==> src/rtl/half_adder_arbiter.sv <==
// Round-robin front end that time-shares a single half adder between NUM_REQ
// requesters and returns each result on one valid/ready response channel.

module half_adder (
  input  logic a,
  input  logic b,
  output logic s,
  output logic c
);
  assign s = a ^ b;
  assign c = a & b;
endmodule

module half_adder_arbiter #(
  parameter int NUM_REQ = 4,
  parameter int ID_W    = $clog2(NUM_REQ),
  parameter int CNT_W   = 16
) (
  input  logic                 clk,
  input  logic                 rst,
  input  logic [NUM_REQ-1:0]   req_valid,
  input  logic [2*NUM_REQ-1:0] req_data,
  output logic [NUM_REQ-1:0]   req_ready,
  output logic                 resp_valid,
  input  logic                 resp_ready,
  output logic [ID_W-1:0]      resp_id,
  output logic [3:0]           resp_data,
  output logic                 busy,
  output logic [CNT_W-1:0]     op_count
);

  typedef enum logic [1:0] {IDLE, EXEC, RESP} state_t;

  state_t           state_reg;
  logic [ID_W-1:0]  ptr_reg;
  logic [ID_W-1:0]  id_reg;
  logic             a_reg;
  logic             b_reg;
  logic             resp_valid_reg;
  logic [ID_W-1:0]  resp_id_reg;
  logic [3:0]       resp_data_reg;
  logic [CNT_W-1:0] op_count_reg;

  logic             ha_s;
  logic             ha_c;
  logic             grant_found;
  logic [ID_W-1:0]  grant_idx;
  logic [ID_W-1:0]  cand_idx;
  logic [1:0]       req_pair [NUM_REQ];

  generate
    for (genvar gi = 0; gi < NUM_REQ; gi++) begin : g_unpack
      assign req_pair[gi] = req_data[2*gi +: 2];
    end
  endgenerate

  // Search starts just after the last grant, so the last winner has lowest priority.
  always_comb begin
    grant_found = 1'b0;
    grant_idx   = '0;
    cand_idx    = '0;
    for (int off = 1; off <= NUM_REQ; off++) begin
      cand_idx = ID_W'((int'(ptr_reg) + off) % NUM_REQ);
      if (!grant_found && req_valid[cand_idx]) begin
        grant_found = 1'b1;
        grant_idx   = cand_idx;
      end
    end
  end

  always_comb begin
    req_ready = '0;
    if (state_reg == IDLE && grant_found) begin
      req_ready[grant_idx] = 1'b1;
    end
  end

  half_adder u_half_adder (
    .a (a_reg),
    .b (b_reg),
    .s (ha_s),
    .c (ha_c)
  );

  always_ff @(posedge clk or posedge rst) begin
    if (rst) begin
      state_reg      <= IDLE;
      ptr_reg        <= ID_W'(NUM_REQ - 1);
      id_reg         <= '0;
      a_reg          <= 1'b0;
      b_reg          <= 1'b0;
      resp_valid_reg <= 1'b0;
      resp_id_reg    <= '0;
      resp_data_reg  <= '0;
      op_count_reg   <= '0;
    end else begin
      case (state_reg)
        IDLE: begin
          if (grant_found) begin
            a_reg     <= req_pair[grant_idx][0];
            b_reg     <= req_pair[grant_idx][1];
            ptr_reg   <= grant_idx;
            id_reg    <= grant_idx;
            state_reg <= EXEC;
          end
        end
        EXEC: begin
          resp_data_reg  <= {ha_s, ha_c, b_reg, a_reg};
          resp_id_reg    <= id_reg;
          resp_valid_reg <= 1'b1;
          state_reg      <= RESP;
        end
        RESP: begin
          if (resp_valid_reg && resp_ready) begin
            resp_valid_reg <= 1'b0;
            op_count_reg   <= op_count_reg + 1'b1;
            state_reg      <= IDLE;
          end
        end
        default: state_reg <= IDLE;
      endcase
    end
  end

  assign resp_valid = resp_valid_reg;
  assign resp_id    = resp_id_reg;
  assign resp_data  = resp_data_reg;
  assign op_count   = op_count_reg;
  assign busy       = (state_reg != IDLE);

endmodule

==> config.mk <==
export PLATFORM = sky130hd
export DESIGN_NAME = half_adder_arbiter
export DESIGN_NICKNAME = d
export VERILOG_FILES = /design/src/rtl/half_adder_arbiter.sv
export SDC_FILE = /design/constraint.sdc
export NUM_CORES = 1
export LEC_CHECK = 0
export CORE_MARGIN = 3
export CORE_UTILIZATION = 40
export CTS_BUF_LIST = sky130_fd_sc_hd__clkbuf_4 sky130_fd_sc_hd__clkbuf_8 sky130_fd_sc_hd__clkbuf_16
export DETAILED_ROUTE_END_ITERATION = 10
export GPL_TIMING_DRIVEN = 0
export PLACE_DENSITY = 0.7
export SYNTH_ARGS = -nofsm -noshare
export SYNTH_HDL_FRONTEND = slang
export SYNTH_SLANG_ARGS = --single-unit
==> constraint.sdc <==
create_clock -name clk -period 4.2 [get_ports clk]
set_clock_uncertainty 0.05 [all_clocks]
set_input_delay 0.63 -clock clk [delete_from_list [all_inputs] [get_ports clk]]
set_output_delay 0.63 -clock clk [all_outputs]
set_load 0.02 [all_outputs]
==> metrics.md <==
| Metric | Value |
|---|---|
| Max Buffers Root-to-Sink | 2 |
| First-pass GRT wire length | 4.96 mm |
| Antenna Cells | 0 |
| Hpwl dp | 2.32 mm |
| Area Overhead vs Synth | 39.5% |
| Die width | 66.7 um |
| Final Hold Vio Count | 0 |
| Critical path capture point type | primary output |
| Status | complete, no violations |
| Vias in the first global route | 1161 |
| DRC marker count from the first detailed-route iteration | 91 |
| Die area | between 4000 and 5000 um^2 |
| Pwr dens | 620 nW/um^2 |
| Vert. Die Dim | approximately 67 um |
| Initial antenna violation count | 0 |
| Static Leak | 0.883 nW |
| Fin crit share | 0.780 |
| Worst Hold Class | flip-flop to flip-flop |
| Area contributors post-synth | dfrtp_1 49%, xnor2_1 6.0%, mux2_2 5.4%, nor2_1 4.1%, dfstp_2 3.6% |
| Total grt overflow | 0 |
| Final instance area | 2050 um^2 |
| Synth warnings | 0 |
| Worst Tran Pin Value | 1.13 ns |
| Vias per cell | ~5 |
| Initial Utilization | 0.427 |
| Clock slew seen by the registers of the worst setup and hold paths | roughly 0.06 ns |
| Final Critical Period | 3.28 ns |
| EDFF count, synth | 0 |
| Setup_tns | 0 ns |
| Gr usage total | 0.152 |
| Share of post-route cells with drive strength above 1 | 0.130 |
| Startpoint Class | input pin |
| WS Path Type | input pin to primary output |
| Post-DRT Antenna Nets | 0 |
| IO Port Bufs | 42 |
| Core Area | between 3000 and 4000 um^2 |
| Residual DRC | 0 |
| Post-CTS Hold Fix Bufs | 0 |
| I/O pins | 43 |
| Reg2reg setup slack | 2.44 ns |
| Async set-reset flop share out of synthesis | 1.00 |
| Seq/Total Area, Yosys | 0.529 |
| Setup bufs post-CTS | 0 |
| CTS tree | built |
| Top cell type's share of synthesized area | 0.493 |
| # clock sinks | 31 |
| Syn avg cell area | 10.9 um^2 |
| Yosys cell types | 37 |
| Max-cap violations | 0 |
| Prevailing post-synth register cell | dfrtp_1 |
| Slew headroom | 0.244 |
| Number of flip-flops in the largest register | 16 |
| CP required | ~3.5 ns |
| Num rows | 21 |
| Unrepaired setup endpoints after global routing | no |
| Post-Syn Nets | 152 |
| Via count | 1163 |
| Most frequent cells in the layout | 42 x clkdlybuf4s50_1, 29 x dfrtp_1, 16 x nor2_1 |
| Netlist Area Pre-Place | 1470 um^2 |
| NumNets Final | 201 |
| Initial DRT Pass Iterations | 4 |
| Final setup fails | 0 |
| Slew Limit Fails | 0 |
| Yosys top cell by area | dfrtp_1 |
| Most common cell after layout, fill and taps aside | clkdlybuf4s50_1 |
| Number of synthesized register bits | 31 |
| Pin count of the biggest net entering global routing | 32 |
| Final wirelength | 3.05 mm |
| Placer Congestion | 0.848 |
| H-tree depth | 2 |
| Clock root cell | clkbuf_8 |
| Fmax | 305 MHz |
| Worst Path Max Fanout | 6 |
| Worst vdd ir | 0.237 mV |
| Mapped Cells | approximately 140 |
| Arrival @ worst endpoint | 2.60 ns |
| Final core utilization | 0.597 |
| Placed Area | 1950 um^2 |
| DR WL/cell | approximately 13 um |
| Post-cts sizing count | 0 |
| TritonCTS buffer count | 5 |
| Clk_lat worst skew | 0.28 ns |
==> metal layers <==
layer  part of all wire  up-vias  wire length [um]  global-route usage
met5                  0        -                 0                   0
met4              0.023        0                70              0.0964
met3              0.058        6               178              0.0540
met2               0.51       42              1560               0.261
met1               0.41      547              1240               0.154
li1                   -      568                 -                   -
==> stage by stage <==
| stage | hold WS (ns) | total power, mW | setup slack [ns] | instances |
|---|---|---|---|---|
| finish | 0.429 | 1.27 | 0.924 | 231 |
| global route | 0.445 | 1.36 | 0.776 | 231 |
| CTS | 0.430 | 1.29 | 0.925 | 231 |
| detailed placement | 0.418 | 1.03 | 0.934 | 223 |
| global placement | 0.409 | 1.01 | 0.965 | 223 |
| floorplan | 0.420 | 0.805 | 1.92 | 135 |
==> synthesized netlist by cell type (2+ instances only) <==
cell	count
o21ai_0	2
nand3_1	5
inv_1	3
mux2i_1	2
nand2_1	11
nor3_1	2
dfrtp_1	29
a211oi_1	4
ha_1	2
and4_1	2
nand4_1	6
nor2b_1	3
a21oi_2	2
dfstp_2	2
and3_1	2
xnor2_1	10
nor2_1	16
mux2_2	7
a21oi_1	3
xor2_1	5
==> power by group <==
part,switching (mW),internal (mW),total [mW],leakage (nW)
clock network,0.109,0.149,0.258,0.0505
registers,0.0799,0.399,0.479,0.389
logic,0.268,0.268,0.536,0.444
==> worst max-delay path, stage by stage <==
cell	delay, ns
clkdlybuf4s50_1	0.51
o21a_1	0.22
o21ai_0	0.21
nand3_1	0.24
nor2_1	0.16
clkdlybuf4s50_1	0.62
==> final cells by class <==
cell class	instances	area, um^2
Inverter	3	11.3
Timing Repair Buffer	42	420
Multi-Input combinational cell	98	666
Fill cell	311	1390
Sequential cell	31	778
Buffer	3	16.3
Clock inverter	1	7.51
Clock buffer	7	96.3
Tap cell	46	57.6
==> final timing paths <==
check                      cells past startpoint                      from                        to
min in group asynchronous                      2                       rst  op_count[10]$_DFFE_PP0P_
hold reg to reg                                1  op_count[15]$_DFFE_PP0P_  op_count[15]$_DFFE_PP0P_
setup reg to reg                               5    ptr_reg[1]$_DFFE_PP1P_         b_reg$_DFFE_PP0P_
hold / removal                                 1  op_count[15]$_DFFE_PP0P_  op_count[15]$_DFFE_PP0P_
max in group asynchronous                      2                       rst   op_count[5]$_DFFE_PP0P_
setup / recovery                               6              req_valid[1]              req_ready[2]
==> kinds of logic after synthesis <==
kind of cell | Yosys count | share of synthesized area
DFF | 31 | 0.529
and+or+nand+nor | 56 | 0.205
adders and majority gates | 2 | 0.0170
muxes | 9 | 0.0672
xor gates and xnor gates | 15 | 0.0893
AOI/OAI and AO/OA | 16 | 0.0740
buffers and inverters | 6 | 0.0187
No activity file was read; power rests on OpenSTA's default activity.
